$ cat config.mk
export PLATFORM = sky130hd
export DESIGN_NAME = iex_result_stage
export DESIGN_NICKNAME = d
export VERILOG_FILES = /design/src/rtl/iex_result_stage_pkg.sv /design/src/rtl/iex_result_stage_skid_buf2.sv /design/src/rtl/iex_result_stage.sv
export SDC_FILE = /design/constraint.sdc
export NUM_CORES = 1
export LEC_CHECK = 0
export CAP_MARGIN = 20
export CORE_MARGIN = 1
export CORE_UTILIZATION = 44
export CTS_CLUSTER_DIAMETER = 40
export CTS_CLUSTER_SIZE = 8
export DETAILED_ROUTE_END_ITERATION = 7
export PLACE_DENSITY = 0.91
export SLEW_MARGIN = 20
export SYNTH_ARGS = -nofsm -noshare
export SYNTH_HDL_FRONTEND = slang
export SYNTH_SLANG_ARGS = --single-unit
$ cat constraint.sdc
create_clock -name clk -period 1.95 [get_ports clk]
set_input_delay 0.2925 -clock clk [delete_from_list [all_inputs] [get_ports clk]]
set_output_delay 0.2925 -clock clk [all_outputs]
set_load 0.005 [all_outputs]
$ cat src/rtl/iex_result_stage_pkg.sv
// Shared definitions for the IEX result stage: default widths, skid-buffer state encoding
// and the layout of one buffered result entry.
`ifndef DATA_WIDTH
`define DATA_WIDTH 32
`endif

package iex_result_stage_pkg;

  localparam int DATA_WIDTH_DEFAULT     = `DATA_WIDTH;
  localparam int REG_ADDR_WIDTH_DEFAULT = 5;

  typedef enum logic [1:0] {
    BUF_EMPTY = 2'b00,
    BUF_ONE   = 2'b01,
    BUF_FULL  = 2'b10
  } buf_state_e;

  // One entry as stored in the skid buffer, packed as {data, rd_addr, wr_en}.
  typedef struct packed {
    logic [DATA_WIDTH_DEFAULT-1:0]     data;
    logic [REG_ADDR_WIDTH_DEFAULT-1:0] rd_addr;
    logic                              wr_en;
  } result_entry_t;

  function automatic int entry_width(input int data_w, input int addr_w);
    return data_w + addr_w + 1;
  endfunction

endpackage

$ cat src/rtl/iex_result_stage_skid_buf2.sv
// iex_skid_buf2: generic 2-entry valid/ready buffer with synchronous flush.
// The ready output decodes registered state only, so there is no path from out_rdy to in_rdy.
module iex_skid_buf2
  import iex_result_stage_pkg::*;
#(
  parameter int W = 8
) (
  input  logic         clk,
  input  logic         rst_n,
  input  logic         flush,
  input  logic         in_vld,
  output logic         in_rdy,
  input  logic [W-1:0] in_data,
  output logic         out_vld,
  input  logic         out_rdy,
  output logic [W-1:0] out_data,
  output buf_state_e   state
);

  // Handshake: a transfer happens on a clock edge where vld and rdy are both high;
  // a producer holding vld keeps its data stable until that edge.
  logic [W-1:0] head_q;
  logic [W-1:0] tail_q;
  logic         push;
  logic         pop;

  assign in_rdy   = (state != BUF_FULL);
  assign out_vld  = (state != BUF_EMPTY);
  assign out_data = head_q;
  assign push     = in_vld & in_rdy;
  assign pop      = out_vld & out_rdy;

  always_ff @(posedge clk or negedge rst_n) begin
    if (!rst_n) begin
      state  <= BUF_EMPTY;
      head_q <= '0;
      tail_q <= '0;
    end else if (flush) begin
      state <= BUF_EMPTY;
    end else begin
      case (state)
        BUF_EMPTY: begin
          if (push) begin
            head_q <= in_data;
            state  <= BUF_ONE;
          end
        end
        BUF_ONE: begin
          if (push && pop) begin
            head_q <= in_data;
          end else if (push) begin
            tail_q <= in_data;
            state  <= BUF_FULL;
          end else if (pop) begin
            state  <= BUF_EMPTY;
          end
        end
        BUF_FULL: begin
          // The second entry becomes head; no push can land here since in_rdy is low.
          if (pop) begin
            head_q <= tail_q;
            state  <= BUF_ONE;
          end
        end
        default: state <= BUF_EMPTY;
      endcase
    end
  end

endmodule

$ cat src/rtl/iex_result_stage.sv
// iex_result_stage: merges the ALU plane results, tags them with rd and buffers them for MEM.
// Optional macro IEX_RESULT_FWD_EN adds the operand-bypass outputs fwd_vld/fwd_rd_addr/fwd_data.
module iex_result_stage
  import iex_result_stage_pkg::*;
#(
  parameter int DATA_WIDTH     = DATA_WIDTH_DEFAULT,
  parameter int REG_ADDR_WIDTH = REG_ADDR_WIDTH_DEFAULT
) (
  input  logic                      clk,
  input  logic                      rst_n,
  input  logic                      iex_in_vld,
  output logic                      iex_in_rdy,
  input  logic [REG_ADDR_WIDTH-1:0] iex_rd_addr,
  input  logic                      iex_rd_wr_en,
  input  logic [DATA_WIDTH-1:0]     logic_plane_data_out,
  input  logic                      logic_plane_output_vld,
  input  logic [DATA_WIDTH-1:0]     arith_plane_data_out,
  input  logic                      arith_plane_output_vld,
  input  logic [DATA_WIDTH-1:0]     shift_plane_data_out,
  input  logic                      shift_plane_output_vld,
  input  logic                      flush,
  output logic                      mem_out_vld,
  input  logic                      mem_out_rdy,
  output logic [DATA_WIDTH-1:0]     mem_out_data,
  output logic [REG_ADDR_WIDTH-1:0] mem_out_rd_addr,
  output logic                      mem_out_rd_wr_en,
  output logic                      plane_sel_err,
  output buf_state_e                buf_state
`ifdef IEX_RESULT_FWD_EN
  ,
  output logic                      fwd_vld,
  output logic [REG_ADDR_WIDTH-1:0] fwd_rd_addr,
  output logic [DATA_WIDTH-1:0]     fwd_data
`endif
);

  localparam int ENTRY_W = entry_width(DATA_WIDTH, REG_ADDR_WIDTH);

  logic [DATA_WIDTH-1:0] merged;
  logic                  rd_wr_en;
  logic                  push;
  logic                  multi_vld;
  logic [ENTRY_W-1:0]    in_entry;
  logic [ENTRY_W-1:0]    head_entry;

  // Planes are expected to be one-hot; no plane valid yields 0 for non-ALU instructions.
  assign merged = (logic_plane_data_out & {DATA_WIDTH{logic_plane_output_vld}})
                | (arith_plane_data_out & {DATA_WIDTH{arith_plane_output_vld}})
                | (shift_plane_data_out & {DATA_WIDTH{shift_plane_output_vld}});

  // x0 is hard-wired zero, so a write to it is dropped at capture.
  assign rd_wr_en  = iex_rd_wr_en & (iex_rd_addr != '0);
  assign in_entry  = {merged, iex_rd_addr, rd_wr_en};
  assign push      = iex_in_vld & iex_in_rdy;
  assign multi_vld = (logic_plane_output_vld & arith_plane_output_vld)
                   | (logic_plane_output_vld & shift_plane_output_vld)
                   | (arith_plane_output_vld & shift_plane_output_vld);

  iex_skid_buf2 #(
    .W(ENTRY_W)
  ) u_skid (
    .clk      (clk),
    .rst_n    (rst_n),
    .flush    (flush),
    .in_vld   (iex_in_vld),
    .in_rdy   (iex_in_rdy),
    .in_data  (in_entry),
    .out_vld  (mem_out_vld),
    .out_rdy  (mem_out_rdy),
    .out_data (head_entry),
    .state    (buf_state)
  );

  assign {mem_out_data, mem_out_rd_addr, mem_out_rd_wr_en} = head_entry;

  // Sticky until reset; a flush does not hide a plane-select fault.
  always_ff @(posedge clk or negedge rst_n) begin
    if (!rst_n) begin
      plane_sel_err <= 1'b0;
    end else if (push && multi_vld) begin
      plane_sel_err <= 1'b1;
    end
  end

`ifdef IEX_RESULT_FWD_EN
  assign fwd_vld     = mem_out_vld & mem_out_rd_wr_en;
  assign fwd_rd_addr = mem_out_rd_addr;
  assign fwd_data    = mem_out_data;
`endif

endmodule

# Word-level counts from Yosys, hierarchy flattened

Index checks and enable logic that the tools add are counted.

Register bits: 79
Output and inout port bits: 43
Logic and storage cells: 49
Bits of input ports: 110

Reductions and logical operators: 9
Bitwise operators: 15
Mux-type cells: 11
Equal/unequal tests: 10

Operators with widths:

| cell                                                            | count |
|---|---|
| 38-bit 2-to-1 mux                                               | 3 |
| 38-bit one-hot mux with 3 select lines                          | 1 |
| 32-bit bitwise AND                                              | 3 |
| 32-bit OR                                                       | 2 |
| 2-bit 2-to-1 mux                                                | 6 |
| 4-bit AND reduction                                             | 2 |
| 1-bit bitwise AND                                               | 6 |
| 3-bit != test, second input constant                            | 2 |
| 2-bit one-hot mux with 3 select lines                           | 1 |
| 5-bit AND reduction                                             | 1 |
| 5-bit nonzero test                                              | 1 |
| 2-bit by 1-bit != test with 1-bit output, second input constant | 2 |
| 2-bit != test, second input constant                            | 2 |
| 4-bit by 3-bit != test with 1-bit output, second input constant | 1 |
| 3-bit by 2-bit != test with 1-bit output, second input constant | 1 |
| 3-bit nonzero test                                              | 1 |
| 2-bit by 1-bit == test with 1-bit output, second input constant | 1 |
| 2-bit == test, second input constant                            | 1 |
| 1-bit logical AND                                               | 2 |
| 2-bit zero test                                                 | 1 |
| 1-bit NOT                                                       | 2 |
| 1-bit OR                                                        | 2 |
| 2-bit nonzero test                                              | 1 |

# Longest topological paths before layout

Depth in word-level cells: 7
Depth in mapped cells: 5
Gate-level depth less buffers: 3

# Cells and area by module

A second synthesis with hierarchy kept.

Cells, all modules: 301
Area, all modules: 4113.9 µm²

By module, submodules not included:

| module           | seq. area each (µm²) | area an instance (µm²) | cells an instance | instances |
|---|---|---|---|---|
| iex_skid_buf2    | 1951.9               | 3517.1                 | 220               | 1 |
| iex_result_stage | 25.0                 | 596.8                  | 81                | 1 |

# Worst setup path before layout

No wires, ideal clock.

Path kind: reg2reg
Start point: reg u_skid.state[1]
End point: reg u_skid.head_q[2], in the netlist u_skid.out_data[2]
Period minus slack after synthesis: 1.646 ns
Path slack: 0.304 ns
Data required time: 1.825 ns
Path buffers: 2
Data arrival time: 1.521 ns
Setup time: 0.125 ns
Cell stages (with the launch flop): 6
Cells stage by stage: dfrtp_1 > nand2b_1 > clkbuf_1 > buf_2 > mux2_2 > mux2_4

Longest elaborated chain between the ends: 5
Elaborated cells on any way between the ends: 14
Those cells by class: 6 x eq/ne; 1 x mux; 2 x bitwise; 5 x reduce/logical

RTL lines:

| what                                                | line                                                               | RTL |
|---|---|---|
| start: declaration                                  | iex_result_stage_skid_buf2.sv:17                                   | `output buf_state_e state` |
| start signal: assignment                            | iex_result_stage_skid_buf2.sv:35                                   | `state <= BUF_EMPTY;` |
| start signal: assignment                            | iex_result_stage_skid_buf2.sv:39                                   | `state <= BUF_EMPTY;` |
| start signal: assignment                            | iex_result_stage_skid_buf2.sv:45                                   | `state <= BUF_ONE;` |
| 2-bit != test or 2-bit nonzero test (tied branches) | iex_result_stage_skid_buf2.sv:27, iex_result_stage_skid_buf2.sv:28 |  |
| 1-bit bitwise AND (on tied branches)                | iex_result_stage_skid_buf2.sv:30, iex_result_stage_skid_buf2.sv:31 |  |
| 1-bit logical AND                                   | iex_result_stage_skid_buf2.sv:49                                   | `if (push && pop) begin` |
| 2-bit by 1-bit != test with 1-bit output (no line)  | --                                                                 |  |
| 5-bit AND reduction (no line)                       | --                                                                 |  |
| end signal: assignment                              | iex_result_stage_skid_buf2.sv:44                                   | `head_q <= in_data;` |
| end signal: assignment                              | iex_result_stage_skid_buf2.sv:50                                   | `head_q <= in_data;` |
| end signal: assignment                              | iex_result_stage_skid_buf2.sv:61                                   | `head_q <= tail_q;` |
| end: declaration                                    | iex_result_stage_skid_buf2.sv:22                                   | `logic [W-1:0] head_q;` |

Several ways; a longest one is shown, not always the timed one.
A chain may end at the register's enable or synchronous reset.

# Worst setup path after layout

Start point: reg u_skid.state[1]
End point: out mem_out_vld

Longest elaborated chain between the ends: 1

RTL lines:

| what               | line                             | RTL |
|---|---|---|
| 2-bit nonzero test | iex_result_stage_skid_buf2.sv:28 | `assign out_vld = (state != BUF_EMPTY);` |
| end: declaration   | iex_result_stage.sv:22           | `output logic mem_out_vld,` |

No other way between the ends.

==> run summary <==
run status - complete, no violations
Finish-stage setup viols - 0
total track usage - 23.3%
dpl cells - 552
Worst-Margin Slew - 0.515 ns
Synth Area in Simple Gates - 1.86%
DRC viols - 0
synth warn - 0
Clock Sinks - 79
critical path, cell by cell - or2_2 > clkdlybuf4s50_1
Most Crowded Layer GR - met2
initial antenna violation count - 0
DR WL/cell - 18.2 µm
multi-input logic area - 1750 µm²
Worst Slack Setup Final - 0.0722 ns
1st-pass router iterations - 6
Slowest cell on crit path - dfrtp_1
layout cells sized above 1 - 18.9%
Final Non-Filler Cells - 568
initial DRC count - 224
Bufs on Longest Clock Path - 2
Antenna Nets Post-Route - 0
worst skew pair latency - 0.34 ns
ys flop type - dfrtp_1
routability cong. - 0.807
Final Util - 67.6%
sequential fraction of the synthesis area - 49.9%
largest family of logic cells by synthesized area - multiplexers
Die X - 96.9 µm
Clock Pin Slew Worst Setup and Hold Paths - 0.07 ns
core area - 8720 µm²
syn_nets - 412
Synth top area share - 49.9%
Synth Area per Inst - 13.1 µm²
pwr/cell area - 864 nW/µm²
CTS Root Cell - clkbuf_8
WP data arrival - 1.59 ns
Num CTS Buffers - 9
area grow syn2layout - 48.8%
Via density - 5.57
CP Capture Type - primary output
Final Max Slew Viols - 0
Hold Path Class - input port to async pin
GR Overflow Total - 0
Worst path max stage delay - 0.50 ns
XOR/XNOR Fraction of Synth Area - 0%
CP Max Fanout - 8
pre-CTS setup slack - -0.0455 ns
std cell rows - 34
Synth Instances - 302
top-count cell post-synth - dfrtp_1
Placement Cell Area - 5670 µm²
Fillers - 642
Final nets - 566
mux cell area share after synthesis - 32.0%
met2 layer usage reported by global route - 40.8%
clock skew - 0.00815 ns
crit start category - flip-flop
largest net degree at the start of global routing - 42
Async SR Flop Fraction - 100%
total setup buffers inserted after CTS - 0
met1 Use GR - 28.9%
final wirelength - 10300 µm
HPWL Detailed - 7520 µm
antenna diode count - 0
Fin Hold WS - 0.464 ns
first-pass GRT wire length - 17500 µm
# Max-Cap Violations - 0
area share of fa/ha/maj cells after synthesis - 0.253%
min Tclk post-route - 1.88 ns
register area - 1980 µm²
VDD IR max - 484 µV
RSZ-0062 raised after global routing - no
htree depth - 3
vias post-DR - 3166
Cell Area, Synth - 3960 µm²
Final Hold Vio Count - 0
Yosys cell types - 27
die area - 9390 µm²
Post-synth EDFFs - 0
Slew HR - 65.7%
CTS tree - yes
Final period util - 96.3%
# port buffers - 152
Compound-Gate Fraction of Synth Area - 9.79%
top cells by area, synth - dfrtp_1, mux2i_1, mux2_2
synth cell count leaders - dfrtp_1, mux2i_1, a222oi_1, inv_1, mux2_2
# IOs - 153
Starting Density - 45.5%
total chip power - 5.10 mW
leading area contributor after synthesis - dfrtp_1
die span in y - 96.9 µm
vias in the first global route - 3537
Fin Setup TNS - 0 ns
crit path kind - flip-flop to primary output
leakage - 2.93 nW
number of synthesized register bits - 79
M3 GR Usage - 4.26%
Data required, critical path - 1.66 ns
achievable clock frequency - 533 MHz
design area - 5900 µm²
## placed cells by master (no fill, tap or decap), types with 2 or more instances in the layout
cell             netlist  routed
clkbuf_8               0      10
mux2_4                20      20
buf_12                 0       5
buf_4                  0      11
mux2_2                29      29
clkinv_2               0       2
bufinv_16              0       2
mux2i_1               64      64
clkdlybuf4s50_1        0     151
dfrtp_1               79      78
inv_1                 32      32
a222oi_1              32      32
## sequential cells by signal (all words and copies together) (netlist names)
| signal | cells |
|---|---|
| plane_sel_err | 1 |
| u_skid.out_data | 38 |
| u_skid.state | 2 |
| u_skid.tail_q | 38 |
## critical path: cells and delay by family, from the launching register on
family                 cells  cell delay, ns
flip-flops                 1            0.50
buffers and inverters      1            0.44
AND/OR/NAND/NOR            1            0.31
## cell families (layout without fill, tap and decap cells)
group / Yosys count / count (layout)
mux: 113 / 113
flops: 79 / 79
buf+inv: 57 / 215
compound gates: 41 / 41
simple gates: 11 / 11
fa+ha+maj: 1 / 1
## final timing paths
| path | to | depth (start not counted) | start | slack, ns |
|---|---|---|---|---|
| max in group asynchronous | u_skid.out_data[36]$_DFFE_PN0P_ | 3 | rst_n | 0.87 |
| min in group clk | plane_sel_err$_DFFE_PN0P_ | 1 | plane_sel_err$_DFFE_PN0P_ | 0.50 |
| worst min register to register | plane_sel_err$_DFFE_PN0P_ | 1 | plane_sel_err$_DFFE_PN0P_ | 0.50 |
| worst max-delay path | mem_out_vld | 2 | u_skid.state[1]$_DFFE_PN0P_ | 0.07 |
| worst min-delay path | u_skid.state[0]$_DFFE_PN0P_ | 2 | rst_n | 0.46 |
| worst max register to register | u_skid.out_data[2]$_DFFE_PN0P_ | 4 | u_skid.state[1]$_DFFE_PN0P_ | 0.22 |
## timing repair
item                                    in CTS  in global routing
gates resized for setup                      1                  1
endpoints found under the setup margin       1                  1
cloned                                       0                  0
hold buffers                                 1                  0
endpoints found under the hold margin       38                  0
## cell type report
type / count / area share (%)
Clock buffer: 11 / 2.40
Clock inverter: 4 / 1.19
Inverter: 32 / 2.04
Multi-Input combinational cell: 166 / 29.7
Sequential cell: 79 / 33.5
Tap cell: 108 / 2.29
Timing Repair Buffer: 168 / 28.9
## power by group
part	switching, mW	internal [mW]	total [mW]
Clock	0.563	0.746	1.31
Sequential	0.201	2.06	2.26
Combinational	0.548	0.977	1.52
Total	1.31	3.79	5.10
## metal layers
| layer | share of wire (%) | wire (µm) |
|---|---|---|
| met1 | 41 | 4210 |
| met2 | 53 | 5520 |
| met3 | 4.4 | 453 |
| met4 | 1.5 | 156 |
| met5 | 0 | 0 |
(Power assumes the default switching activity.)
